File: config.mk
export PLATFORM = sky130hd
export DESIGN_NAME = deck_controller
export DESIGN_NICKNAME = d
export VERILOG_FILES = /design/src/rtl/deck_pkg.sv /design/src/rtl/deck_rr_arbiter.sv /design/src/rtl/deck_controller.sv
export SDC_FILE = /design/constraint.sdc
export NUM_CORES = 1
export LEC_CHECK = 0
export BUFFER_PORTS_ARGS = -buffer_cell sky130_fd_sc_hd__buf_4
export CAP_MARGIN = 20
export CORE_AREA = 2 2 60 105
export CTS_BUF_LIST = sky130_fd_sc_hd__clkbuf_4 sky130_fd_sc_hd__clkbuf_8
export CTS_CLUSTER_SIZE = 8
export DETAILED_ROUTE_END_ITERATION = 10
export DIE_AREA = 0 0 62 107
export GPL_TIMING_DRIVEN = 0
export PLACE_DENSITY = 0.58
export SYNTH_ARGS = -nofsm -noshare
export SYNTH_HDL_FRONTEND = slang
export SYNTH_SLANG_ARGS = --single-unit
File: constraint.sdc
create_clock -name Clock -period 4.65 [get_ports Clock]
set_clock_uncertainty 0.05 [all_clocks]
set_input_delay 0.465 -clock Clock [delete_from_list [all_inputs] [get_ports Clock]]
set_output_delay 0.465 -clock Clock [all_outputs]
set_load 0.01 [all_outputs]
File: src/rtl/deck_pkg.sv
// Shared types and constants for the card-deck controller slice.
package deck_pkg;

   localparam int unsigned DECK_SIZE = 52;
   localparam logic [5:0]  CARD_NONE = 6'h3F;

   typedef enum logic [2:0] {
      ST_INIT,
      ST_IDLE,
      ST_SHUF_START,
      ST_SHUF_WAIT,
      ST_SHUF_RUN,
      ST_READ,
      ST_WAIT,
      ST_DELIVER
   } deck_state_t;

   typedef enum logic {
      REQ_PLAYER = 1'b0,
      REQ_DEALER = 1'b1
   } req_id_t;

endpackage

File: src/rtl/deck_rr_arbiter.sv
// Two-way round-robin grant between player and dealer draw requests.
module deck_rr_arbiter (
   input  logic Clock,
   input  logic resetn,
   input  logic req_player,
   input  logic req_dealer,
   input  logic update,
   output logic grant
);
   import deck_pkg::*;

   req_id_t last;
   req_id_t pick;

   always_comb begin
      pick = last;
      if (req_player && req_dealer)
         pick = (last == REQ_DEALER) ? REQ_PLAYER : REQ_DEALER;
      else if (req_player)
         pick = REQ_PLAYER;
      else if (req_dealer)
         pick = REQ_DEALER;
   end

   always_ff @(posedge Clock) begin
      if (!resetn)
         last <= REQ_DEALER;
      else if (update)
         last <= pick;
   end

   assign grant = pick;

endmodule

File: src/rtl/deck_controller.sv
// Deck RAM owner: identity init, shuffle hand-off and round-robin card draws.
module deck_controller #(
   parameter int unsigned DECK_SIZE      = deck_pkg::DECK_SIZE,
   parameter int unsigned AUTO_RESHUFFLE = 1
) (
   input  logic       Clock,
   input  logic       resetn,
   input  logic       shuf_req,
   output logic       shuf_start,
   input  logic       shuf_on,
   input  logic [5:0] shuf_adr,
   input  logic [5:0] shuf_din,
   input  logic       shuf_we,
   input  logic       req_player,
   input  logic       req_dealer,
   output logic       ack_player,
   output logic       ack_dealer,
   output logic [5:0] card_out,
   output logic       card_valid,
   output logic [5:0] ram_adr,
   output logic [5:0] ram_din,
   output logic       ram_we,
   input  logic [5:0] ram_dout,
   output logic       ready,
   output logic       deck_empty,
   output logic [5:0] cards_left
);
   import deck_pkg::*;

   localparam logic [5:0] LAST_ADR = 6'(DECK_SIZE - 1);
   localparam logic [5:0] FULL_PTR = 6'(DECK_SIZE);

   deck_state_t state, state_nxt;
   logic [5:0]  init_cnt;
   logic [5:0]  ptr, ptr_nxt;
   logic [5:0]  card_q, left_q;
   logic        empty_q;
   logic        gnt, arb_update;
   req_id_t     gnt_q;
   logic        any_req, take_shuf, eng_sel;

   deck_rr_arbiter u_arb (
      .Clock      (Clock),
      .resetn     (resetn),
      .req_player (req_player),
      .req_dealer (req_dealer),
      .update     (arb_update),
      .grant      (gnt)
   );

   assign any_req   = req_player | req_dealer;
   assign take_shuf = shuf_req | ((AUTO_RESHUFFLE != 0) & empty_q);

   always_comb begin
      state_nxt  = state;
      arb_update = 1'b0;
      case (state)
         ST_INIT:       if (init_cnt == LAST_ADR) state_nxt = ST_IDLE;
         ST_IDLE: begin
            if (take_shuf)
               state_nxt = ST_SHUF_START;
            else if (any_req && !empty_q) begin
               state_nxt  = ST_READ;
               arb_update = 1'b1;
            end
         end
         ST_SHUF_START: state_nxt = ST_SHUF_WAIT;
         ST_SHUF_WAIT:  if (shuf_on) state_nxt = ST_SHUF_RUN;
         ST_SHUF_RUN:   if (!shuf_on) state_nxt = ST_IDLE;
         ST_READ:       state_nxt = ST_WAIT;
         ST_WAIT:       state_nxt = ST_DELIVER;
         ST_DELIVER:    state_nxt = ST_IDLE;
         default:       state_nxt = ST_INIT;
      endcase
   end

   always_comb begin
      ptr_nxt = ptr;
      if (state == ST_SHUF_RUN && !shuf_on)
         ptr_nxt = '0;
      else if (state == ST_DELIVER && ptr != FULL_PTR)
         ptr_nxt = ptr + 6'd1;
   end

   // Engine bus and write strobes drop as soon as resetn falls, not at the next edge.
   assign eng_sel = resetn && (state == ST_SHUF_START || state == ST_SHUF_WAIT ||
                               state == ST_SHUF_RUN);

   always_comb begin
      ram_adr = CARD_NONE;
      ram_din = CARD_NONE;
      ram_we  = 1'b0;
      if (eng_sel) begin
         ram_adr = shuf_adr;
         ram_din = shuf_din;
         ram_we  = shuf_we;
      end else if (state == ST_INIT) begin
         ram_adr = init_cnt;
         ram_din = init_cnt;
         ram_we  = resetn;
      end else if (state == ST_READ) begin
         ram_adr = ptr;
      end
   end

   always_ff @(posedge Clock) begin
      if (!resetn) begin
         state    <= ST_INIT;
         init_cnt <= '0;
         ptr      <= '0;
         gnt_q    <= REQ_PLAYER;
         card_q   <= CARD_NONE;
         empty_q  <= 1'b0;
         left_q   <= FULL_PTR;
      end else begin
         state   <= state_nxt;
         ptr     <= ptr_nxt;
         empty_q <= (ptr_nxt == FULL_PTR);
         left_q  <= FULL_PTR - ptr_nxt;
         if (state == ST_INIT && init_cnt != LAST_ADR)
            init_cnt <= init_cnt + 6'd1;
         if (arb_update)
            gnt_q <= req_id_t'(gnt);
         if (state == ST_WAIT)
            card_q <= ram_dout;
      end
   end

   assign shuf_start = resetn && (state == ST_SHUF_START);
   assign card_valid = (state == ST_DELIVER);
   assign ack_player = card_valid && (gnt_q == REQ_PLAYER);
   assign ack_dealer = card_valid && (gnt_q == REQ_DEALER);
   assign card_out   = card_q;
   assign ready      = (state == ST_IDLE);
   assign deck_empty = empty_q;
   assign cards_left = left_q;

endmodule

Word-level counts from Yosys, hierarchy flattened:

Cells that the tools add are included.

* output and inout port bits: 31
* logic and storage cells: 66
* bits in registers: 30

* reduce and logical (&&, ||, !) cells: 15
* equality and inequality tests: 15
* bitwise gates (word level): 3
* mux-type cells: 22
* add/subtract/negate cells: 3

Operator list (number)
* 6-bit two-way mux: 7
* 3-bit case mux with 8 select lines: 1
* 3-bit two-way mux: 5
* 6-bit by 1-bit adder with 6-bit output, second input constant: 2
* 3-bit equality test, second input constant: 4
* 6-bit equality test, second input constant: 2
* 6-bit != test, second input constant: 2
* 1-bit logical AND: 9
* 1-bit two-way mux: 9
* 3-bit by 2-bit equality test with 1-bit output, second input constant: 2
* 2-bit != test, second input constant: 3
* 6-bit subtractor, first input constant: 1
* 4-bit AND reduction: 1
* 3-bit by 1-bit equality test with 1-bit output, second input constant: 1
* 3-bit logical NOT: 1
* 3-bit by 1-bit != test with 1-bit output, second input constant: 1
* 1-bit logical NOT: 2
* 1-bit logical OR: 2
* 1-bit bitwise OR: 2
* 1-bit NOT: 1

Depth between registers and ports, before layout:

Gate-level depths: netlist of the first run.

* depth after elaboration: 5
* mapped depth: 10

Hierarchy:

From an unflattened synthesis of the first run, not the netlist that was laid out.

* cell total of the unflattened synthesis: 208
* area, all modules: 1661.6 um^2

By module, submodules not included
* deck_controller: cells an instance 202, area an instance 1607.8 um^2, times used 1, seq. area each 560.5 um^2
* deck_rr_arbiter: cells an instance 6, area an instance 53.8 um^2, times used 1, seq. area each 20.0 um^2

Worst setup path after synthesis of the first run:

OpenSTA, ideal clock, no wires.

* path type: register to register
* start point: reg ptr[0]
* end point: reg left_q[4], in the netlist cards_left[4]
* stages on the path, launching flop included: 10
* library setup time: 72 ps
* arrival time: 2000 ps
* required time: 4528 ps
* path buffers: 0
* clock period less this slack: 2122 ps
* path slack: 2528 ps
* cells stage by stage: dfxtp_1 inv_1 ha_1 and3b_1 a21oi_2 a21oi_1 or2_2 ha_1 o21ai_1 mux2i_1

* cells in the longest elaborated chain, start to end: 5
* elaborated cells between the ends (all ways): 6
* classes of those cells: add/sub (2); eq/ne (1); mux (2); reduce/logical (1)

Ends and longest elaborated chain
* from (decl): line deck_controller.sv:35 `logic [5:0] ptr, ptr_nxt;`
* from (signal assigned): line deck_controller.sv:117 `ptr <= ptr_nxt;`
* branches (longest 2 deep; another with 6-bit by 1-bit adder with 6-bit output)
* 6-bit two-way mux *: line deck_controller.sv:81 `else if (state == ST_DELIVER && ptr != FULL_PTR)`
* 6-bit two-way mux *: line deck_controller.sv:79 `if (state == ST_SHUF_RUN && !shuf_on)`
* 6-bit subtractor *: line deck_controller.sv:119 `left_q <= FULL_PTR - ptr_nxt;`
* to (signal assigned): line deck_controller.sv:119
* to (decl): line deck_controller.sv:36 `logic [5:0] card_q, left_q;`

Mark *: on every way between the ends.
A chain may end at the register's enable or synchronous reset.

Worst setup path after layout of the first run:

* start point: reg state[0]
* end point: out ram_adr[1]

* cells in the longest elaborated chain, start to end: 5
* elaborated cells between the ends (all ways): 11
* classes of those cells: eq/ne (4); mux (3); reduce/logical (4)

Ends and longest elaborated chain
* from (decl): line deck_controller.sv:33 `deck_state_t state, state_nxt;`
* from (signal assigned): line deck_controller.sv:116 `state <= state_nxt;`
* 3-bit by 2-bit equality test with 1-bit output: line deck_controller.sv:86 `assign eng_sel = resetn && (state == ST_SHUF_START || state == ST_SHUF_WAIT ||`
* 1-bit logical OR (2 in series): line deck_controller.sv:86
* 1-bit logical AND: line deck_controller.sv:86
* 6-bit two-way mux *: line deck_controller.sv:93 `if (eng_sel) begin`
* to (decl): line deck_controller.sv:20 `output logic [5:0] ram_adr,`

Every way passes the cells marked *; elsewhere a longest branch is shown, timed or not.

==> results of run 1 <==
==> layout by cell type (no fill, tap or decap), types with 6 or more instances in the layout <==
master | synthesis | final
nor2b_1 | 7 | 7
and2_1 | 6 | 6
nor2_1 | 35 | 35
nand2_1 | 27 | 27
mux2i_1 | 6 | 6
dfxtp_1 | 29 | 29
buf_4 | 3 | 58
nand3_1 | 12 | 12
inv_1 | 6 | 6
o22ai_1 | 6 | 6
o22a_1 | 6 | 6
==> power groups by stage <==
stage | clock network (W) | registers [W] | logic, W
floorplan | 0 | 0.000260 | 0.0000371
global placement | 0 | 0.000262 | 0.0000732
detailed placement | 0 | 0.000262 | 0.0000737
CTS | 0.000212 | 0.000257 | 0.0000742
global route | 0.000226 | 0.000257 | 0.0000811
finish | 0.000207 | 0.000257 | 0.0000734
==> metrics by stage <==
stage / utilization / instance area, um2
global placement: 0.379 / 2190
detailed placement: 0.379 / 2190
finish: 0.394 / 2280
floorplan: - / 1680
global route: 0.394 / 2280
CTS: 0.394 / 2280
==> area by class of cell <==
type,count,share of cell area
Inverter,7,0.0115
Buffer,10,0.0264
Clock buffer,6,0.0335
Sequential cell,29,0.255
Clock inverter,2,0.00439
Timing Repair Buffer,55,0.181
Tap cell,78,0.0428
Multi-Input combinational cell,161,0.445
==> kinds of logic after synthesis <==
logic type | after synthesis
flops | 29
compound gates | 33
mux | 7
xor+xnor | 10
buf+inv | 17
fa+ha+maj | 4
simple gates | 107
==> synthesized netlist by cell type, types with 3 or more instances <==
cell type,n
nand3_1,12
ha_1,4
nor2b_1,7
nor2_1,35
a21oi_1,5
o22ai_1,6
nand2_1,27
o22a_1,6
o21ai_1,3
mux2i_1,6
clkbuf_1,3
buf_2,3
xnor2_1,5
xor2_1,5
buf_4,3
dfxtp_1,29
and2_1,6
inv_1,6
==> state kept, by name, indices dropped and copies added (netlist names) <==
name / count
init_cnt: 6
ptr: 6
cards_left: 5
u_arb.last: 1
state: 3
card_out: 6
deck_empty: 1
gnt_q: 1
==> critical path, stage by stage, from the launching register on <==
cell	delay [ns]
dfxtp_1	0.30
buf_4	0.16
buf_2	0.18
or3_1	0.42
buf_2	0.20
o22ai_1	0.18
nor2_1	0.07
buf_4	0.14
==> per-layer routing <==
metal,up-vias,part of all wire,GRT usage
li1,834,-,-
met4,0,0.028,0.0684
met1,708,0.41,0.158
met3,8,0.063,0.0290
met5,-,0,0
met2,55,0.50,0.246
==> how the worst min path moves through the flow <==
stage | from | end | slack [ns] | depth (start not counted)
floorplan | gnt_q | gnt_q | 0.39 | 2
global placement | card_out[2] | card_out[2] | 0.40 | 2
detailed placement | card_out[5] | card_out[5] | 0.41 | 2
CTS | ram_dout[4] | card_out[4] | 0.33 | 3
global route | ram_dout[1] | card_out[1] | 0.36 | 3
finish | ram_dout[4] | card_out[4] | 0.34 | 3
==> results.ini, run 1 <==
[routing]
vias=1605
vias_per_cell=4.61
wl_per_cell_um=12.8
firstDrtPassIters=6
drt_iter0_drc=41
drt_wl_total_um=4460
ant_nets=0
drc=0

[placement]
hpwlAfterDp_um=3500
routabilityCongestion=0.785
pre_cts_slack_ns=2.22
dp_cells=340
io_buffer_count=55

[synth]
ys_seq_area_frac=0.345
postSynthAreaPerCell_um2=8.12
ys_seq_elements=29
yosys.cell_types.count=43
ys_top_cells_by_area=dfxtp_1 35%, nor2_1 7.8%, nand2_1 6.0%
synth_top_area_frac=0.345
netlist_instances=207
async_flop_share=0
synth_nets=236
synthAdderAreaFrac=0.0298
synth-xor-area-share=0.0521
yosysWarnings=0
yosys.area_share.simple=0.327
synth_top_cell_by_area=dfxtp_1
synth_top_family_by_area=simple AND/OR/NAND/NOR gates
synthesis.area_um2=1680
synth_compound_area_frac=0.150
synth_edf_count=0
ys.flop_type=dfxtp_1
synthMuxAreaShare=0.0439

[clock_tree]
clk_pin_slew_worst_paths_ns=0.07
clock_sinks=29
htreeDepth=2
clockBufferDepth=2
clkLatencyLatePin_ns=0.29
cts_hold_buf=0
cts-buffers-inserted=5
postCtsSetupRepairBufs=0
cts-resized-gates=0
cts_tree=built
root_buffer=clkbuf_8

[setup_path]
crit_path_max_fanout=10
rrSetupSlack_ns=2.24
crit_required_ns=4.14
r2r_cells=9
crit_type=reg -> out
startpoint=state[0]
crit-reg2reg-launch=ptr[0]
end_kind=output port
reg2reg_to=cards_left[4]
worstPathArrival_ns=1.93
crit_end=ram_adr[1]
start_kind=flip-flop

[floorplanning]
io_pins=56
core-area_um2=5790
dieWidth_um=62
fp.dieArea_um2=6630
start_util=0.291
rows=37
die-height_um=107

[power_and_ir_drop]
p_switching_w=0.000135
pwr-share-clk=0.385
p_leak_nw=1.00
swShare=0.251
powerDensity_nw_per_um2=236
pwr-share-seq=0.478
finalPower_w=0.000537
peakVddDrop_v=0.000187
p_int_w=0.000402
comb_power_share=0.137

[finish]
regArea_um2=581
area_growth_syn_to_layout_pct=35.5
diodes=0
fin_nets=298
multi_input_area_um2=1010
final_layout_size_suffix_gt1_frac=0.311
fin_cells=348
fillers=634

[run_status]
outcome=finished clean

[sta]
worstMarginPinSlew_ns=0.688
hold_ws_ns=0.336
layout_setup_ws_ns=2.21
rsz0062_at_grt=false
max_freq_mhz=409
final_hold_viol_count=0
finalSetupTns_ns=0
timing.slew.headroom=0.536
finalSetupViolCount=0
period_minus_slack_ns=2.44
finalMaxSlewViolations=0
fin_crit_sh=0.526

[global_route]
antenna_found_initial=0
gr-usage-all-layers=0.143
grt_max_degree=11
grt_pass1_vias=1533
grt.overflow.total=0
grt_pass1_wl_um=7100

[run]
max-cap-violations=0

[worst_hold_path]
hold_path_class=in -> reg

No activity file was read; power rests on OpenSTA's default activity.
==> run 2: changes to the inputs <==
--- a/config.mk
+++ b/config.mk
@@ -13,7 +13,7 @@
 export DETAILED_ROUTE_END_ITERATION = 10
 export DIE_AREA = 0 0 62 107
 export GPL_TIMING_DRIVEN = 0
-export PLACE_DENSITY = 0.58
+export PLACE_DENSITY = 0.6
 export SYNTH_ARGS = -nofsm -noshare
 export SYNTH_HDL_FRONTEND = slang
 export SYNTH_SLANG_ARGS = --single-unit
==> constraint.sdc (replaced) <==
create_clock -name Clock -period 2.05 [get_ports Clock]
set_clock_uncertainty 0.05 [all_clocks]
set_input_delay 0.205 -clock Clock [delete_from_list [all_inputs] [get_ports Clock]]
set_output_delay 0.205 -clock Clock [all_outputs]
set_load 0.01 [all_outputs]
==> run 2 against run 1 <==
Sequential share of layout area down 1.9 points; combinational power rose to 2.5 times the previous value; final cell count up 1.7%; critical path depth down 1; non-clock buffer count up 6; hold slack worse by 0.25 ns; die area unchanged; register-to-register slack worse by 2.1 ns; wire length up 4.8%; core utilization up 3.9 points; first-iteration DRC count down 15%; power up 140%.
==> results.ini, run 2 (synthesis gave the netlist of run 1 again) <==
[global_route]
grt_max_degree=11
grt_util_met2=0.260
grt_pass1_wl_um=7220
grt_pass1_vias=1611
antenna_found_initial=0
gr-max-usage-layer=met2
grt.overflow.total=0
gr-usage-all-layers=0.143
grtUsageMet1=0.146
met3_usage=0.0326

[setup_path]
end_kind=output port
worst_path_dominant_cell_family=buffers and inverters
worstPathArrival_ns=1.74
crit_type=reg -> out
cp_slowest_stage_delay_ns=0.37
path_cells=buf_6, buf_6, or3_4, clkbuf_16, o22a_1, buf_4
crit_path_max_fanout=10
start_kind=flip-flop
cp_slowest_cell=or3_4
crit_buf_inv=4
crit_required_ns=1.79
startpoint=state[0]
crit-reg2reg-launch=ptr[0]
crit_path_frequent_cell=buf_6

[placement]
dp_cells=340
hpwlAfterDp_um=3610
pre_cts_slack_ns=-0.318
routabilityCongestion=0.807
placed_area_um2=2190
io_buffer_count=55

[routing]
ant_nets=0
drt_wl_total_um=4670
firstDrtPassIters=3
wl_per_cell_um=13.2
vias_per_cell=4.72
drc=0
drt_iter0_drc=35
vias=1670

[power_and_ir_drop]
peakVddDrop_v=0.000467
powerDensity_nw_per_um2=513
p_leak_nw=1.08

[finish]
diodes=0
finish.instance_area_um2=2500
fin_nets=304
final_layout_size_suffix_gt1_frac=0.399
fin_cells=354
area_growth_syn_to_layout_pct=49.0
layout_commonest_cell=buf_4
regArea_um2=591
multi_input_area_um2=1120
fillers=605
final_cell_mix=60 x buf_4, 35 x nor2_1, 26 x nand2_1

[clock_tree]
cts_tree=built
clk_pin_slew_worst_paths_ns=0.06
cts-buffers-inserted=5
root_buffer=clkbuf_8
cts_hold_buf=0
clock_sinks=29
clkLatencyLatePin_ns=0.27
clockBufferDepth=2
htreeDepth=2

[run_status]
outcome=finished clean

[sta]
finalSetupViolCount=0
period_minus_slack_ns=1.99
worstMarginPinSlew_ns=0.520
finalMaxSlewViolations=0
final_hold_viol_count=0
fin_crit_sh=0.972
layout_setup_ws_ns=0.0570
max_freq_mhz=502
timing.slew.headroom=0.653

[floorplanning]
start_util=0.291
core-area_um2=5790
rows=37
io_pins=56
fp.dieArea_um2=6630
die-height_um=107
dieWidth_um=62

[worst_hold_path]
hold_path_class=in -> reg
min_from=ram_dout[4]

[run]
max-cap-violations=0

[run 2: cell types whose count changed in the layout (fill, tap and decap cells not counted), sizes merged]
cell	delta
buf	+5
clkbuf	+2
clkinv	-1
[run 2: worst min-delay path, stage by stage]
cell and delay (ns):
buf_4 0.08, nand2_1 0.04, nand3_1 0.06
[run 2: per-layer routing]
metal,routed length (um),vias up
met4,111,0
met3,243,6
met1,1800,767
li1,-,847
met2,2510,50
met5,0,-
[run 2: per-stage QoR]
step / hold WS (ns) / setup TNS [ns] / power [W] / utilization
final: 0.0858 / 0 / 0.00129 / 0.433
after global routing: 0.0871 / -0.00262 / 0.00135 / 0.433
after CTS: 0.0804 / 0 / 0.00130 / 0.421
after detailed placement: 0.370 / -0.718 / 0.000764 / 0.379
after global placement: 0.362 / -0.572 / 0.000761 / 0.379
after floorplan: 0.279 / 0 / 0.000675 / -
[run 2: power breakdown]
group / internal, W / total, W / switching, W
Sequential: 0.000569 / 0.000581 / 0.0000128
Clock: 0.000303 / 0.000519 / 0.000216
Combinational: 0.000106 / 0.000185 / 0.0000788
[run 2: final cells by class]
class | instances | area share
Sequential cell | 29 | 0.236
Buffer | 10 | 0.0335
Timing Repair Buffer | 61 | 0.191
Inverter | 7 | 0.0115
Clock inverter | 1 | 0.00200
Multi-Input combinational cell | 161 | 0.449
Tap cell | 78 | 0.0390
Clock buffer | 7 | 0.0385
[run 2: timing repair]
| action | 4_1_cts | 5_1_grt |
|---|---|---|
| gates resized for setup | 28 | 9 |
| buffers inserted | 4 | 1 |
| hold endpoints to repair | 0 | 0 |
| pin swaps | 4 | 5 |
| endpoints found under the setup margin | 16 | 15 |
| cloned | 0 | 1 |
[run 2: path summary, 6_finish.rpt]
path	to	slack, ns	cells after the start
worst min-delay path	card_out[4]	0.09	3
worst max register to register	cards_left[4]	0.10	10
worst min register to register	card_out[4]	0.42	2
worst max-delay path	ram_din[1]	0.06	6
